[config.mk]
export PLATFORM = sky130hd
export DESIGN_NAME = poly_note_player
export DESIGN_NICKNAME = d
export VERILOG_FILES = /design/src/rtl/poly_note_player_pkg.sv /design/src/rtl/poly_note_player_voice.sv /design/src/rtl/poly_note_player.sv
export SDC_FILE = /design/constraint.sdc
export NUM_CORES = 1
export LEC_CHECK = 0
export ABC_AREA = 1
export BUFFER_PORTS_ARGS = -buffer_cell sky130_fd_sc_hd__buf_4
export CAP_MARGIN = 20
export CELL_PAD_IN_SITES_DETAIL_PLACEMENT = 0
export CELL_PAD_IN_SITES_GLOBAL_PLACEMENT = 1
export CORE_MARGIN = 5
export CORE_UTILIZATION = 35
export CTS_CLUSTER_SIZE = 40
export DETAILED_ROUTE_END_ITERATION = 10
export GPL_TIMING_DRIVEN = 0
export MAX_ROUTING_LAYER = met4
export PLACE_DENSITY = 0.65
export SLEW_MARGIN = 25
export SYNTH_ARGS = -nofsm -noshare
export SYNTH_HDL_FRONTEND = slang
export SYNTH_HIERARCHICAL = 1
export SYNTH_SLANG_ARGS = --single-unit
[constraint.sdc]
create_clock -name clk -period 7.7 [get_ports clk]
set_clock_uncertainty 0.2 [all_clocks]
set_input_delay 0 -clock clk [delete_from_list [all_inputs] [get_ports clk]]
set_output_delay 0 -clock clk [all_outputs]
set_load 0.02 [all_outputs]
[src/rtl/poly_note_player_pkg.sv]
// Shared widths, mixer state encoding and sizing helpers for the
// polyphonic note player.
package poly_note_pkg;

    localparam int PHASE_W    = 22;
    localparam int STEP_W     = 20;
    localparam int ROM_ADDR_W = 10;

    typedef enum logic [2:0] {
        IDLE,
        FREQ,
        STEP,
        ACC,
        OUT
    } mix_state_t;

    function automatic int acc_width(input int nv, input int sw);
        return sw + $clog2(nv);
    endfunction

    function automatic int sel_width(input int nv);
        return (nv > 1) ? $clog2(nv) : 1;
    endfunction

endpackage

[src/rtl/poly_note_player_voice.sv]
// One voice: note register, beat-driven duration counter, active flag and
// phase accumulator; POLY_NOTE_PLAYER_ENVELOPE_EN adds a beats-since-load decay.
module poly_voice
    import poly_note_pkg::*;
#(
    parameter int NOTE_W = 6,
    parameter int DUR_W  = 6
) (
    input  logic                  clk,
    input  logic                  reset,
    input  logic                  play_enable,
    input  logic                  load,
    input  logic [NOTE_W-1:0]     note_in,
    input  logic [DUR_W-1:0]      dur_in,
    input  logic                  beat,
    input  logic                  advance,
    input  logic [STEP_W-1:0]     step,
    output logic [NOTE_W-1:0]     note,
    output logic                  active,
    output logic                  done,
    output logic [ROM_ADDR_W-1:0] sine_addr
`ifdef POLY_NOTE_PLAYER_ENVELOPE_EN
    ,
    output logic [2:0]            shift
`endif
);

    logic [DUR_W-1:0]   count;
    logic [PHASE_W-1:0] phase;
    logic [PHASE_W-1:0] phase_nxt;
    logic               tick;

    assign tick      = beat && play_enable && active;
    assign phase_nxt = advance ? phase + PHASE_W'(step) : phase;
    assign sine_addr = phase_nxt[PHASE_W-1 -: ROM_ADDR_W];

    // A load outranks a coincident beat or phase step.
    always_ff @(posedge clk) begin
        if (reset) begin
            note   <= '0;
            count  <= '0;
            phase  <= '0;
            active <= 1'b0;
            done   <= 1'b0;
        end else if (load) begin
            note   <= note_in;
            count  <= dur_in;
            phase  <= '0;
            active <= 1'b1;
            done   <= 1'b0;
        end else begin
            done <= tick && (count == '0);
            if (tick) begin
                if (count == '0) begin
                    active <= 1'b0;
                end else begin
                    count <= count - 1'b1;
                end
            end
            if (advance) begin
                phase <= phase_nxt;
            end
        end
    end

`ifdef POLY_NOTE_PLAYER_ENVELOPE_EN
    logic [5:0] elapsed;

    always_ff @(posedge clk) begin
        if (reset || load) begin
            elapsed <= '0;
        end else if (beat && play_enable && (elapsed != 6'd63)) begin
            elapsed <= elapsed + 6'd1;
        end
    end

    assign shift = elapsed[5:3];
`endif

endmodule

[src/rtl/poly_note_player.sv]
// Polyphonic note player: per-voice note/duration/phase plus a sequential
// mixer sharing one frequency and one sine ROM. Optional: POLY_NOTE_PLAYER_ENVELOPE_EN.
module poly_note_player
    import poly_note_pkg::*;
#(
    parameter int NUM_VOICES = 4,
    parameter int NOTE_W     = 6,
    parameter int DUR_W      = 6,
    parameter int SAMPLE_W   = 16
) (
    input  logic                               clk,
    input  logic                               reset,
    input  logic                               play_enable,
    input  logic                               load_new_note,
    input  logic [sel_width(NUM_VOICES)-1:0]   voice_sel,
    input  logic [NOTE_W-1:0]                  note_to_load,
    input  logic [DUR_W-1:0]                   duration_to_load,
    input  logic                               beat,
    input  logic                               generate_next_sample,
    output logic [NUM_VOICES-1:0]              done_with_note,
    output logic [NUM_VOICES-1:0]              voice_active,
    output logic signed [SAMPLE_W-1:0]         sample_out,
    output logic                               new_sample_ready
);

    localparam int VSEL_W = sel_width(NUM_VOICES);
    localparam int SH     = $clog2(NUM_VOICES);
    localparam int ACC_W  = acc_width(NUM_VOICES, SAMPLE_W);

    mix_state_t                 state;
    mix_state_t                 state_nxt;
    logic [VSEL_W-1:0]          cur;
    logic signed [ACC_W-1:0]    acc;
    logic signed [ACC_W-1:0]    acc_sum;
    logic signed [ACC_W-1:0]    addend;
    logic                       mix_on;
    logic                       start;
    logic                       last;
    logic [STEP_W-1:0]          freq_q;
    logic signed [SAMPLE_W-1:0] sine_q;
    logic signed [SAMPLE_W-1:0] sample_q;
    logic [NOTE_W-1:0]          freq_addr;
    logic [ROM_ADDR_W-1:0]      sine_addr;

    logic [NUM_VOICES-1:0][NOTE_W-1:0]     note_v;
    logic [NUM_VOICES-1:0][ROM_ADDR_W-1:0] addr_v;
    logic [NUM_VOICES-1:0]                 load_v;
    logic [NUM_VOICES-1:0]                 adv_v;
`ifdef POLY_NOTE_PLAYER_ENVELOPE_EN
    logic [NUM_VOICES-1:0][2:0]            shift_v;
`endif

    for (genvar i = 0; i < NUM_VOICES; i++) begin : g_voice
        assign load_v[i] = load_new_note && (voice_sel == VSEL_W'(i));
        assign adv_v[i]  = (state == STEP) && mix_on && (cur == VSEL_W'(i));

        poly_voice #(
            .NOTE_W (NOTE_W),
            .DUR_W  (DUR_W)
        ) u_voice (
            .clk         (clk),
            .reset       (reset),
            .play_enable (play_enable),
            .load        (load_v[i]),
            .note_in     (note_to_load),
            .dur_in      (duration_to_load),
            .beat        (beat),
            .advance     (adv_v[i]),
            .step        (freq_q),
            .note        (note_v[i]),
            .active      (voice_active[i]),
            .done        (done_with_note[i]),
            .sine_addr   (addr_v[i])
`ifdef POLY_NOTE_PLAYER_ENVELOPE_EN
            ,
            .shift       (shift_v[i])
`endif
        );
    end

    // Step size is the note index in units of 2^12 phase counts.
    function automatic logic [STEP_W-1:0] freq_rom(input logic [NOTE_W-1:0] n);
        return STEP_W'({n, 12'd0});
    endfunction

    // Parabolic half-wave approximation of a sine, peak 16384.
    function automatic logic signed [SAMPLE_W-1:0] sine_rom(
        input logic [ROM_ADDR_W-1:0] a
    );
        logic [19:0]        h;
        logic [19:0]        p;
        logic signed [31:0] s;
        h = {11'd0, a[8:0]};
        p = (h * (20'd512 - h)) >> 2;
        s = a[9] ? -$signed({12'd0, p}) : $signed({12'd0, p});
        return SAMPLE_W'(s);
    endfunction

    assign freq_addr = note_v[cur];
    assign sine_addr = addr_v[cur];

    always_ff @(posedge clk) begin
        freq_q <= freq_rom(freq_addr);
        sine_q <= sine_rom(sine_addr);
    end

    assign start = generate_next_sample && play_enable;
    assign last  = (cur == VSEL_W'(NUM_VOICES - 1));

    always_ff @(posedge clk) begin
        if (reset) begin
            state <= IDLE;
        end else begin
            state <= state_nxt;
        end
    end

    always_comb begin
        state_nxt = state;
        unique case (state)
            IDLE:    state_nxt = start ? FREQ : IDLE;
            FREQ:    state_nxt = STEP;
            STEP:    state_nxt = ACC;
            ACC:     state_nxt = last ? OUT : FREQ;
            OUT:     state_nxt = IDLE;
            default: state_nxt = IDLE;
        endcase
    end

    always_comb begin
        new_sample_ready = (state == OUT);
    end

`ifdef POLY_NOTE_PLAYER_ENVELOPE_EN
    assign addend = ACC_W'(sine_q >>> shift_v[cur]);
`else
    assign addend = ACC_W'(sine_q);
`endif

    assign acc_sum = acc + (mix_on ? addend : '0);

    // Voice audibility is frozen at FREQ so a late load cannot split a voice.
    always_ff @(posedge clk) begin
        if (reset) begin
            cur      <= '0;
            acc      <= '0;
            mix_on   <= 1'b0;
            sample_q <= '0;
        end else begin
            unique case (state)
                IDLE: begin
                    if (start) begin
                        cur <= '0;
                        acc <= '0;
                    end
                end
                FREQ: begin
                    mix_on <= voice_active[cur] && (note_v[cur] != '0);
                end
                ACC: begin
                    acc <= acc_sum;
                    if (last) begin
                        sample_q <= SAMPLE_W'(acc_sum >>> SH);
                    end else begin
                        cur <= cur + 1'b1;
                    end
                end
                default: begin
                end
            endcase
        end
    end

    assign sample_out = sample_q;

endmodule

# Word-level counts from Yosys, hierarchy flattened
# Cells that the tools add are included.
dict set report totals {
  regBits 206
  latchBits 0
  ramBits 0
  romBits 0
  output_inout_bits 25
  wordCells 153
  n_memories 0
}
dict set report classes {
  addsub 12
  n_mul 1
  div_mod_pow 0
  order_cmp 1
  eq_ne 16
  n_shift 0
  mux 44
  bitwise 0
  reduce_logical 52
}
# operator count
set op_table {}
lappend op_table {{$add 22x18->22} 4}
lappend op_table {{$mux 22} 4}
lappend op_table {{$mux 6} 13}
lappend op_table {{$mux 18} 2}
lappend op_table {{$pmux 18 s2} 1}
lappend op_table {{$logic_not 6->1} 4}
lappend op_table {{$sub 6x1->6 const B} 4}
lappend op_table {{$bmux 10 s2} 1}
lappend op_table {{$logic_and 1x1->1} 20}
lappend op_table {{$reduce_and 2->1} 10}
lappend op_table {{$add 18x18->18} 1}
lappend op_table {{$mul 10x11->18} 1}
lappend op_table {{$reduce_bool 2->1} 9}
lappend op_table {{$mux 16} 1}
lappend op_table {{$neg 16->16} 1}
lappend op_table {{$mux 1} 14}
lappend op_table {{$bmux 6 s2} 1}
lappend op_table {{$pmux 3 s4} 1}
lappend op_table {{$sub 10x9->11 const A} 1}
lappend op_table {{$mux 10} 1}
lappend op_table {{$eq 2x2->1 const B} 4}
lappend op_table {{$ne 2x1->1 const B} 4}
lappend op_table {{$reduce_or 2->1} 4}
lappend op_table {{$eq 3x2->1 const B} 2}
lappend op_table {{other kinds (14)} 18}

# Depth between registers and ports, before layout
dict set report depth {
  depth_word 10
  ltp_mapped 49
  mapped_depth_nobuf 49
}

# By module
# The synthesis kept the hierarchy.
# module instances cells_per_inst area_each_um2 seq_area_each_um2
set by_module_without_submodules {}
lappend by_module_without_submodules {poly_note_player 1 1081 7364.6 1241.2}
lappend by_module_without_submodules {{poly_voice (g_voice[1].u_voice ...)} 2 471 2921.6 720.7}
lappend by_module_without_submodules {{poly_voice (g_voice[3].u_voice)} 1 477 2970.3 720.7}
lappend by_module_without_submodules {{poly_voice (g_voice[0].u_voice)} 1 473 2887.8 720.7}

# Worst setup path after synthesis
# Ideal clock, no wire load.
dict set report synth_path {
  path_kind {flip-flop to flip-flop}
  from {register cur[0]}
  to {register sine_q[13]}
  arrival_ns 7.113
  required_time_ns 7.388
  path_slack_ns 0.275
  stages_incl_launch_ff 47
  path_buffers 5
  period_less_slack_ns 7.425
  path_cell_list {dfxtp_1 -> buf_4 -> inv_4 -> buf_6 -> buf_6 -> ha_1 -> inv_1 -> nor2_1 -> clkbuf_1 -> or2_2 -> nand2_1 -> inv_1 -> nand2_1 -> nand3_1 -> nand2_1 -> buf_1 -> ha_1 -> nand3_1 -> (+11 left out) -> inv_1 -> fa_1 -> inv_1 -> ha_1 -> nand2_1 -> inv_1 -> nand2_1 -> nand2_1 -> inv_1 -> nand3b_1 -> nand2_2 -> nand2_1 -> nor2_2 -> nand2_1 -> nand2_2 -> nand2_1 -> nand2_1 -> nand2_1}
}
# item line
set synth_lines {}
lappend synth_lines {{from (decl)} poly_note_player.sv:32} ;# logic [VSEL_W-1:0] cur;
lappend synth_lines {{from (signal assigned)} poly_note_player.sv:165} ;# cur <= cur + 1'b1;
lappend synth_lines {{to (signal assigned)} poly_note_player.sv:104} ;# sine_q <= sine_rom(sine_addr);
lappend synth_lines {{to (decl)} poly_note_player.sv:40} ;# logic signed [SAMPLE_W-1:0] sine_q;

==> flow_summary_export.csv <==
group,metric,value,unit
synth,yosysUniqueCellTypes,56,
die,rows,85,
synth,synth_edf_count,0,
global_route,grt-ovfl-total,0,
placement,post_dp_cell_area,20500,um2
synth,syn_avg_cell_area,6.41,um2
final_layout,synthToLayoutAreaGrowth,19.4,%
die,fp.coreArea,53900,um2
clock_tree,cts_made_buffers,28,
synth,synth_top_family_by_area,"simple AND/OR/NAND/NOR gates",
route,wl_per_cell,14.3,um
synth,synth_compound_area_frac,0.0952,
pwr,ir_worst_vdd,0.173,mV
worst_setup_path,cp_max_fo,10,
die,num_io_pins,45,
synth,ys.flop_type,"dfxtp_1",
worst_setup_path,critPathKind,"flop to flop",
timing,period_minus_slack,7.37,ns
timing,setup_ws,0.334,ns
synth,synthAdderAreaFrac,0.174,
timing,setup_violations,0,
placement,dp_hpwl,44600,um
global_route,grt_pass1_vias,17700,
worst_setup_path,max_stage_delay,0.54,ns
final_layout,fin_cells,3905,
synth,syn_inst,2973,
pwr,cellPowerDensity,170,nW/um2
synth,synthMuxAreaShare,0,
timing,relSlewSlack,0.463,
synth,synthSimpleGateAreaFrac,0.361,
min_path,hold_class,"input pin to flop",
global_route,grt_max_degree,22,
placement,dp_cells,3779,
global_route,gr-usage-met2,0.316,
synth,yosysTopAreaCell,"dfxtp_1",
synth,synth_most_common_cell,"nand2_1",
global_route,grtUsageMet3,0.0199,
clock_tree,clock_path_buffers,3,
synth,synth_top_area_frac,0.216,
synth,synth_area_leaders,"dfxtp_1, nand2_1, ha_1",
synth,yosysWarnings,6,
placement,numPortBuffers,44,
final_layout,fin_nets,3439,
worst_setup_path,crit_path_end_kind,"flop",
synth,syn_area,19100,um2
pwr,p_leak,12.1,nW
synth,ys_ff_latch,206,
die,die_h,243,um
clock_tree,tritoncts,"built",
route,vias,18300,
worst_setup_path,slowest_stage,"fa_1",
pwr,p_sw,1.38,mW
route,routed_wl,55700,um
placement,dp_slack,-1.38,ns
worst_setup_path,arrival,7.63,ns
timing,timing.fmax,136,MHz
clock_tree,clock_latency,0.57,ns
clock_tree,htreeDepth,1,
synth,ys_async_sr_fraction,0,
synth,ys_seq_area_frac,0.216,
route,drc,0,
pwr,total_power,3.88,mW
route,drt_iter0_markers,715,
worst_setup_path,worst_ep_required_time,7.96,ns
timing,tightest_slew,0.806,ns
die,initial_utilization,0.354,
pwr,p_int,2.50,mW
clock_tree,cts_sinks,206,
worst_setup_path,critPathTopFamily,"adder cells",
route,ant_nets,0,
global_route,grt.total_usage,0.187,
timing,fin_crit_sh,0.957,
pwr,p_comb_frac,0.336,
worst_setup_path,cp_common_cell,"nand2_1",
placement,gp_congestion,0.879,
global_route,grt_pass1_wl,89700,um
worst_setup_path,crit_buf_inv,14,
final_layout,drive_gt1_frac,0.156,
route,routed_via_density,4.68,
worst_setup_path,crit_path_start_kind,"flop",
timing,hold_viol,0,
final_layout,final_cell_area,22800,um2
die,fp.dieW,243,um
synth,synth_commonest_cells,"nand2_1, inv_1, nor2_1",
clock_tree,clk_pin_slew_worst_paths,0.06,ns
final_layout,fillerInstances,5798,
synth,synthXorXnorAreaFrac,0.0348,
global_route,antenna_found_initial,0,
timing,slew_violations,0,
pwr,clock_power_share,0.363,
outcome,status,"complete, no violations",
flow_run,drv_cap,0,
pwr,seq_power_share,0.301,
global_route,gr-usage-met1,0.242,
timing,whs,0.110,ns
clock_tree,root_buffer,"clkbuf_16",
pwr,switching_share,0.355,
route,drt_first_pass_iters,5,
global_route,top_usage_layer,"met2",
die,dieArea,59200,um2
==> tightest hold or removal path: stages <==
cell and delay, ns:
dlygate4sd3_1 0.54, buf_4 0.17, nand2_1 0.07, a21oi_1 0.06
==> stage by stage <==
| step | util | TNS [ns] |
|---|---|---|
| 6_report | 0.422 | 0 |
| 5_1_grt | 0.422 | -0.0509 |
| 4_1_cts | 0.411 | 0 |
| 3_5_place_dp | 0.380 | -12.51 |
| 3_3_place_gp | 0.380 | -12.71 |
| 2_1_floorplan | - | 0 |
==> power groups by stage <==
stage	Sequential, mW	Clock [mW]	Combinational, mW
final	1.16	1.41	1.30
after detailed placement	1.19	0	1.12
after global placement	1.19	0	1.11
after global routing	1.17	1.50	1.48
after floorplan	1.17	0	0.859
after CTS	1.16	1.46	1.20
==> cells by family (layout without fill, tap and decap cells) <==
kind of cell,count (synthesis),after routing
adders and majority gates,231,231
other,2,69
xor gates and xnor gates,75,75
DFF,206,206
AOI/OAI and AO/OA,326,326
and+or+nand+nor,1557,1557
buffers and inverters,576,745
==> flip-flops by register name (all words and copies together), names as in the netlist, 2 cells and up <==
signal and flops:
acc 18, cur 2, freq_q 6, g_voice.u_voice/active 4, g_voice.u_voice/count 24, g_voice.u_voice/done 4
g_voice.u_voice/note 24, g_voice.u_voice/phase 88, sample_out 16, sine_q 16, state 3
==> layout make-up <==
| cell class | instances | area, um2 | area share |
|---|---|---|---|
| multi-input combinational | 2257 | 13300 | 0.586 |
| sequential | 206 | 4150 | 0.182 |
| inverter | 514 | 1970 | 0.0864 |
| timing repair buffer | 120 | 995 | 0.0437 |
| tap | 696 | 871 | 0.0382 |
| clock buffer | 34 | 764 | 0.0336 |
| buffer | 61 | 463 | 0.0203 |
| clock inverter | 16 | 216 | 0.00951 |
| antenna | 1 | 2.50 | 0.000110 |
==> what timing repair did <==
item | in CTS | in global routing
buffers inserted | 15 | 31
hold buffers | 31 | 0
endpoints found under the setup margin | 13 | 10
pin swaps | 12 | 39
endpoints found under the hold margin | 83 | 0
resized for setup | 67 | 126
==> layout by cell type (no fill, tap or decap), types with 6 or more instances in the layout <==
cell,n
a211oi_1,9
a21oi_1,154
a21oi_2,19
buf_2,8
buf_4,87
buf_6,11
buf_8,11
clkbuf_1,31
clkbuf_16,30
clkinv_2,8
conb_1,68
dfxtp_1,197
dfxtp_4,6
dlygate4sd3_1,31
fa_1,58
ha_1,158
ha_2,9
ha_4,6
inv_1,470
inv_2,36
nand2_1,793
nand2_2,89
nand2_4,7
nand3_1,137
nand3_2,42
nand4_1,21
nor2_1,324
nor2_2,44
nor2_4,15
nor3_1,20
o21ai_0,90
o21ai_1,12
o21bai_1,12
or2_2,27
xnor2_1,15
xor2_1,59
==> worst paths after layout <==
path,from,endpoint,slack (ns),cells after the start
max,cur[0]$_SDFFE_PP0P_,sine_q[15]$_DFF_P_,0.33,42
min,note_to_load[1],g_voice[0].u_voice/note[1]$_SDFFE_PP0P_,0.11,4
max reg2reg,cur[0]$_SDFFE_PP0P_,sine_q[15]$_DFF_P_,0.33,42
min reg2reg,g_voice[3].u_voice/note[1]$_SDFFE_PP0P_,g_voice[3].u_voice/note[1]$_SDFFE_PP0P_,0.26,2
==> layer usage <==
layer	routed length, um	vias to the layer above
met4	1380	0
met2	26100	219
met5	0	-
met3	1740	67
met1	26500	8368
li1	-	9613
Power figures use the tool's default switching activity.
